`src/rtl/red_pitaya_dac_slew.sv`:
```
// DAC output conditioning: per-cycle slew limiting plus soft mute/unmute ramps
// between an ASG channel sample stream and the DAC pins.
module red_pitaya_dac_slew #(
  parameter int unsigned DW = 14,
  parameter int unsigned CW = 16
) (
  input  logic          dac_clk_i,
  input  logic          dac_rst_i,
  input  logic [DW-1:0] dat_i,
  input  logic          mute_i,
  input  logic          hold_i,
  input  logic [DW-1:0] set_slew_i,
  input  logic [DW-1:0] set_ramp_i,
  input  logic          cnt_clr_i,
  output logic [DW-1:0] dac_o,
  output logic          slewing_o,
  output logic          muted_o,
  output logic [1:0]    state_o,
  output logic [CW-1:0] slew_cnt_o
);

  typedef enum logic [1:0] {
    ST_RUN      = 2'd0,
    ST_MUTING   = 2'd1,
    ST_MUTED    = 2'd2,
    ST_UNMUTING = 2'd3
  } state_e;

  state_e         state_q, state_d;
  logic [DW-1:0]  dac_q, dac_d;
  logic           slewing_q, slewing_d;
  logic           muted_q, muted_d;
  logic [CW-1:0]  cnt_q, cnt_d;

  logic [DW-1:0]  target;
  logic [DW-1:0]  step;
  logic [DW-1:0]  upd;
  logic signed [DW:0] diff;
  logic signed [DW:0] step_x;
  logic           limited;
  state_e         state_upd;

  always_comb begin
    target = (state_q == ST_RUN || state_q == ST_UNMUTING) ? dat_i : '0;
    step   = (state_q == ST_RUN) ? set_slew_i : set_ramp_i;
    step_x = $signed({1'b0, step});
    // One extra bit so a full-scale jump (e.g. 8191 -> -8192) cannot wrap.
    diff   = $signed({target[DW-1], target}) - $signed({dac_q[DW-1], dac_q});

    upd     = target;
    limited = 1'b0;
    if (step != '0 && diff > step_x) begin
      upd     = dac_q + step;
      limited = 1'b1;
    end else if (step != '0 && diff < -step_x) begin
      upd     = dac_q - step;
      limited = 1'b1;
    end

    // Mute level changes are checked before the landing conditions.
    state_upd = state_q;
    case (state_q)
      ST_RUN:      if (mute_i) state_upd = ST_MUTING;
      ST_MUTING:   if (!mute_i) state_upd = ST_UNMUTING;
                   else if (upd == '0) state_upd = ST_MUTED;
      ST_MUTED:    if (!mute_i) state_upd = ST_UNMUTING;
      ST_UNMUTING: if (mute_i) state_upd = ST_MUTING;
                   else if (!limited) state_upd = ST_RUN;
      default:     state_upd = ST_MUTED;
    endcase

    dac_d     = dac_q;
    state_d   = state_q;
    slewing_d = slewing_q;
    muted_d   = muted_q;
    if (!hold_i) begin
      dac_d     = upd;
      state_d   = state_upd;
      slewing_d = limited;
      muted_d   = (state_upd == ST_MUTED);
    end

    cnt_d = cnt_q;
    if (cnt_clr_i)
      cnt_d = '0;
    else if (!hold_i && state_q == ST_RUN && limited && cnt_q != '1)
      cnt_d = cnt_q + CW'(1);
  end

  always_ff @(posedge dac_clk_i) begin
    if (dac_rst_i) begin
      dac_q     <= '0;
      state_q   <= ST_MUTED;
      slewing_q <= 1'b0;
      muted_q   <= 1'b1;
      cnt_q     <= '0;
    end else begin
      dac_q     <= dac_d;
      state_q   <= state_d;
      slewing_q <= slewing_d;
      muted_q   <= muted_d;
      cnt_q     <= cnt_d;
    end
  end

  assign dac_o      = dac_q;
  assign slewing_o  = slewing_q;
  assign muted_o    = muted_q;
  assign state_o    = state_q;
  assign slew_cnt_o = cnt_q;

endmodule

```
`config.mk`:
```
export PLATFORM = sky130hd
export DESIGN_NAME = red_pitaya_dac_slew
export DESIGN_NICKNAME = d
export VERILOG_FILES = /design/src/rtl/red_pitaya_dac_slew.sv
export SDC_FILE = /design/constraint.sdc
export NUM_CORES = 1
export LEC_CHECK = 0
export BUFFER_PORTS_ARGS = -buffer_cell sky130_fd_sc_hd__buf_2
export CAP_MARGIN = 20
export CORE_ASPECT_RATIO = 1.2
export CORE_UTILIZATION = 55
export CTS_CLUSTER_SIZE = 24
export DETAILED_ROUTE_END_ITERATION = 8
export PLACE_DENSITY = 0.74
export SLEW_MARGIN = 5
export SYNTH_ARGS = -nofsm -noshare
export SYNTH_HDL_FRONTEND = slang
export SYNTH_SLANG_ARGS = --single-unit
```
`constraint.sdc`:
```
create_clock -name dac_clk_i -period 16.6 [get_ports dac_clk_i]
set_clock_uncertainty 0.15 [all_clocks]
set_input_delay 0.83 -clock dac_clk_i [delete_from_list [all_inputs] [get_ports dac_clk_i]]
set_output_delay 0.83 -clock dac_clk_i [all_outputs]
set_load 0.05 [all_outputs]
```
==> results of run 1 <==
==> metrics by stage <==
step                power, uW  hold slack, ns  std cells
global placement         1050           0.323        831
CTS                      1150           0.346        838
finish                   1160           0.341        838
global route             1270           0.372        838
floorplan                 871           0.566        651
detailed placement       1070           0.330        831
==> metal layers <==
layer	GRT usage	up-vias	wire length (um)
met4	0.0679	0	212
met5	0	-	0
li1	-	2486	-
met3	0.0261	18	578
met1	0.372	2341	6210
met2	0.564	143	7190
==> kinds of logic (layout without fill, tap and decap cells) <==
| family | count (synthesis) | after routing | synth area share |
|---|---|---|---|
| simple gates | 238 | 238 | 0.253 |
| compound gates | 157 | 157 | 0.217 |
| fa+ha+maj | 78 | 78 | 0.196 |
| buf+inv | 74 | 141 | 0.0668 |
| xor+xnor | 43 | 43 | 0.0777 |
| flops | 34 | 34 | 0.134 |
| mux | 27 | 27 | 0.0563 |
==> final cells by class <==
type                            instances  area share
Clock buffer                            6      0.0147
Clock inverter                          1     0.00534
Inverter                               52      0.0347
Multi-Input combinational cell        543       0.724
Sequential cell                        34       0.121
Tap cell                              120      0.0267
Timing Repair Buffer                   82      0.0739
==> synth_stat cells, types with 4 or more instances <==
library cell / count / area, um2
o211ai_1: 9 / 67.6
nand2_1: 28 / 105
nand4_1: 15 / 93.8
ha_1: 74 / 926
a21oi_1: 44 / 220
or3_1: 6 / 37.5
and3_1: 10 / 62.6
o21ai_0: 20 / 100
nor2b_1: 22 / 138
and2_1: 6 / 37.5
inv_1: 52 / 195
a2111oi_0: 6 / 52.6
clkbuf_1: 8 / 30.0
xor2_1: 19 / 166
nand2b_1: 9 / 56.3
buf_6: 7 / 78.8
xnor2_1: 23 / 201
nor3_1: 14 / 70.1
or2_2: 7 / 43.8
a21o_1: 7 / 52.6
o21a_1: 8 / 60.1
dfxtp_1: 34 / 681
o31a_1: 4 / 35.0
nor2_1: 76 / 285
nor4_1: 7 / 43.8
o21bai_1: 5 / 37.5
a211oi_1: 13 / 97.6
nand3_1: 16 / 80.1
o21ai_1: 4 / 20.0
mux2i_1: 23 / 230
==> worst reg2reg max path: cells and delay by family, from the launching register on <==
family / cells / cell delay, ns
buffers and inverters: 1 / 0.12
AND/OR/NAND/NOR: 9 / 2.09
AO/OA/AOI/OAI: 14 / 2.86
flip-flops: 1 / 0.44
adder cells (fa/ha/maj): 3 / 0.95
multiplexers: 2 / 0.68
==> worst paths after layout <==
| check | from | endpoint | slack [ns] |
|---|---|---|---|
| worst max-delay path | state_o[0] | state_o[0] | 9.22 |
| worst min-delay path | slewing_o | slewing_o | 0.34 |
| worst max register to register | state_o[0] | state_o[0] | 9.22 |
| worst min register to register | slewing_o | slewing_o | 0.34 |
==> power breakdown <==
| part | switching [uW] | internal (uW) |
|---|---|---|
| combinational | 601 | 369 |
| clock | 29.6 | 48.0 |
| sequential | 21.0 | 95.4 |
| total | 652 | 512 |
==> registers in the layout (all words and copies together) (netlist names) <==
register,cells
slew_cnt_o,16
slewing_o,1
state_o,2
muted_o,1
dac_o,14
==> results.md, run 1 <==
- Reg clk slew, reported paths: 0.07 ns
- Post-CTS Setup Bufs: 0
- CP max stage cell: ha_1
- Initial antenna violation count: 0
- Number of synthesized flops with an enable pin: 0
- Buf+Inv Stages, Crit Path: 1
- # hold bufs at CTS: 0
- Clock buffer depth: 2
- RSZ-0062 raised after global routing: false
- Mapped Nets: 775
- Core area: 9030 um2
- Critical Path Max Stage Delay: 0.50 ns
- Commonest non-fill, non-tap cell in the layout: buf_2
- Seq cells post-synth: 34
- Area after DPL: 5510 um2
- Drt via density: 5.95
- # IOs: 81
- Final setup fails: 0
- Levels on crit path: 29
- Place WS: 9.32 ns
- Global route overflow: 0
- FMAX: 136 MHz
- Yosys cell types: 82
- # H-tree levels: 2
- Starting DRT DRC Count: 256
- CTS tree: built
- Fin util: 0.623
- Final Hold Fails: 0
- CP Launch Type: register
- Leakage power: 0.00254 uW
- Die height: 107 um
- Filler instances: 859
- Final non-filler cell area: 5620 um2
- Area of the multi-input gates: 4070 um2
- Vias in the first global route: 4,666
- FP Rows: 38
- Min Tclk post-route: 7.38 ns
- Vias: 4,988
- Final Wtd Congestion: 0.935
- DR DRC count: 0
- Syn-to-layout area delta: 10.5%
- Status: finished, final reports clean
- Seq/Total Area, Yosys: 0.134
- CP endpoint kind: register
- P per Cell Area: 207 nW/um2
- Hold path cells: 2
- Final WS setup: 9.22 ns
- Async SR Flop Fraction: 0
- Setup Total Neg Slack: 0 ns
- Worst-Margin Slew: 0.757 ns
- I/O Buffers: 80
- Top FF cell, synth: dfxtp_1
- Commonest cells after routing, fill and taps aside: 80 x buf_2, 76 x nor2_1, 74 x ha_1
- Drt wl/cell: 16.9 um
- Cts repair resizes: 0
- Worst r2r path cells: 29
- Post-Syn Instances: 651
- Largest net degree at the start of global routing: 37
- CTS Buf Count: 5
- Period utilization: 0.445
- Synthesized cell area: 5090 um2
- Synthesized area per cell: 7.82 um2
- First-pass GRT wire length: 23,400 um
- Area taken by flip-flops and latches: 681 um2
- Worst min path class: register to register
- Gr usage total: 0.301
- DRT Pass-1 Iters: 5
- Die Area: 9650 um2
- Top cell family by delay on the critical path: compound AO/OA/AOI/OAI gates
- Nets@finish: 842
- Slew Limit Fails: 0
- Initial Util: 0.564
- Post-DP HPWL: 11,700 um
- Worst VDD drop: 0.151 mV
- Max Cap Viol: 0
- Routed wire length: 14,200 um
- Clock Latency Late Sink: 0.29 ns
- Root Buffer: clkbuf_8
- Setup CP Type: register to register
- Synth Warn #: 0
- Die Wd: 89.8 um
- Layout cells sized above 1: 0.175
- Clock Sink Count: 34
- CP arrival: 7.42 ns
- Antenna diode instance count: 0
- Remaining antenna violation count: 0
- Worst EP required: 16.64 ns
- Worst-path maximum fanout: 14
- Relative slew slack: 0.481
Power figures use the tool's default switching activity.
==> inputs of run 2 (changes only) <==
Settings changed: CORE_UTILIZATION 55 to 53.
Clock period 16.6 ns to 6.01 ns, I/O delays scaled along.
==> run 2 against run 1 <==
  * The flow now finishes with violations (negative setup slack)
  * Setup slack got worse by 9.3 ns
  * Sequential share of layout area fell by 1.0 points
  * First-iteration DRC count rose by 16%
  * Non-clock buffer count increased by 46
  * Highest routed layer unchanged
  * Critical path type unchanged
  * Design area increased by 10%
  * Critical path depth unchanged
  * Count of clock-buffer cells in the layout did not move
  * Die area is 3.7% higher
==> results.md, run 2 (synthesis gave the netlist of run 1 again) <==
- Worst EP required: 6.06 ns
- Top cell family by delay on the critical path: compound AO/OA/AOI/OAI gates
- Worst r2r path cells: 29
- Die Area: 10,000 um2
- Commonest cells after routing, fill and taps aside: 80 x buf_2, 75 x nor2_1, 70 x ha_1
- P per Cell Area: 627 nW/um2
- Reg2reg setup slack: -0.04 ns
- I/O Buffers: 80
- Filler instances: 773
- Core area: 9180 um2
- Routed wire length: 15,700 um
- FF-to-FF Start: state_o[0]
- Worst-Margin Slew: 0.681 ns
- Reg clk slew, reported paths: 0.08 ns
- Final Hold Fails: 0
- WHS: 0.244 ns
- Setup CP Type: register to register
- CP Launch Type: register
- CP max stage cell: or4_4
- Commonest non-fill, non-tap cell in the layout: buf_2
- DR DRC count: 0
- CP arrival: 6.11 ns
- Largest net degree at the start of global routing: 37
- Pwr Total: 3890 uW
- Clock buffer depth: 2
- Global route overflow: 0
- First-pass GRT wire length: 24,500 um
- Antenna diode instance count: 0
- Hold Path Origin: dac_rst_i
- Worst min path class: input pin to register
- Final setup fails: 1
- Die height: 109 um
- Relative slew slack: 0.534
- Final Wtd Congestion: 0.925
- Post-DP HPWL: 12,200 um
- FP Rows: 38
- Min Tclk post-route: 6.05 ns
- Leakage power: 0.00280 uW
- Die Wd: 91.5 um
- Dpl cells: 859
- Max reg flops: 16
- Final non-filler cell area: 6210 um2
- Critical Path Max Stage Delay: 0.42 ns
- Gr usage total: 0.309
- Status: finished with violations
- # IOs: 81
- Violated checks: negative setup slack
- Clock Sink Count: 34
- Vias: 5,289
- Worst-path maximum fanout: 5
- Root Buffer: clkbuf_8
- CP endpoint kind: register
- FMAX: 165 MHz
- Layout cells sized above 1: 0.277
- FF-to-FF End: state_o[0]
- Nets@finish: 889
- Starting DRT DRC Count: 296
- RSZ-0062 raised after global routing: true
- DRT Pass-1 Iters: 4
- Period utilization: 1.01
- Area after DPL: 5760 um2
- Syn-to-layout area delta: 22.0%
- Buf+Inv Stages, Crit Path: 1
- Hold path cells: 2
- Drt wl/cell: 17.7 um
- CTS tree: built
- Remaining antenna violation count: 0
- Fin util: 0.677
- Final WS setup: -0.0427 ns
- Slew Limit Fails: 0
- CTS Buf Count: 5
- Initial antenna violation count: 0
- Non-filler cells, final: 886
- Hold Crit Endpoint: dac_o[11]
- # H-tree levels: 2
- Vias in the first global route: 5,150
- Area taken by flip-flops and latches: 688 um2
- Max Cap Viol: 0
- Initial Util: 0.555
- Area of the multi-input gates: 4300 um2
- Drt via density: 5.97
- Clock Latency Late Sink: 0.30 ns
- Worst VDD drop: 0.447 mV
-- run 2: per-layer routing --
layer / share of wire / track usage
met3: 0.044 / 0.0387
met5: 0 / 0
met4: 0.050 / 0.162
met1: 0.40 / 0.342
met2: 0.50 / 0.578
-- run 2: power by group --
part | internal (uW) | switching [uW]
sequential | 264 | 44.9
combinational | 1460 | 1940
clock | 92.5 | 94.3
-- run 2: layout make-up --
cell class / instances / area share
clock inverter: 2 / 0.00181
clock buffer: 6 / 0.0133
multi-input combinational: 544 / 0.692
sequential: 34 / 0.111
timing repair buffer: 128 / 0.125
tap: 120 / 0.0242
inverter: 52 / 0.0322
-- run 2: through the flow --
stage                     setup WS [ns]  setup TNS [ns]
after global placement           0.0454               0
after global routing             -0.407           -2.82
after CTS                       0.00921               0
after detailed placement         -0.153          -0.331
final                           -0.0427         -0.0427
after floorplan                  0.0377               0
-- run 2: timing repair --
action | in CTS | in global routing
cloned | 1 | 0
gates resized for setup | 13 | 37
endpoints found under the hold margin | 0 | 0
hold buffers | 0 | 0
pin swaps | 16 | 35
endpoints found under the setup margin | 3 | 29
buffers inserted | 7 | 11
-- run 2: how the worst max path moves through the flow --
| stage | start | end | slack, ns | depth (start not counted) |
|---|---|---|---|---|
| floorplan | state_o[0] | state_o[0] | 0.04 | 31 |
| finish | state_o[0] | state_o[0] | -0.04 | 29 |
| global placement | state_o[1] | state_o[0] | 0.05 | 28 |
| CTS | state_o[1] | state_o[0] | 0.009 | 33 |
| detailed placement | state_o[1] | state_o[0] | -0.15 | 29 |
| global route | state_o[0] | state_o[0] | -0.41 | 32 |
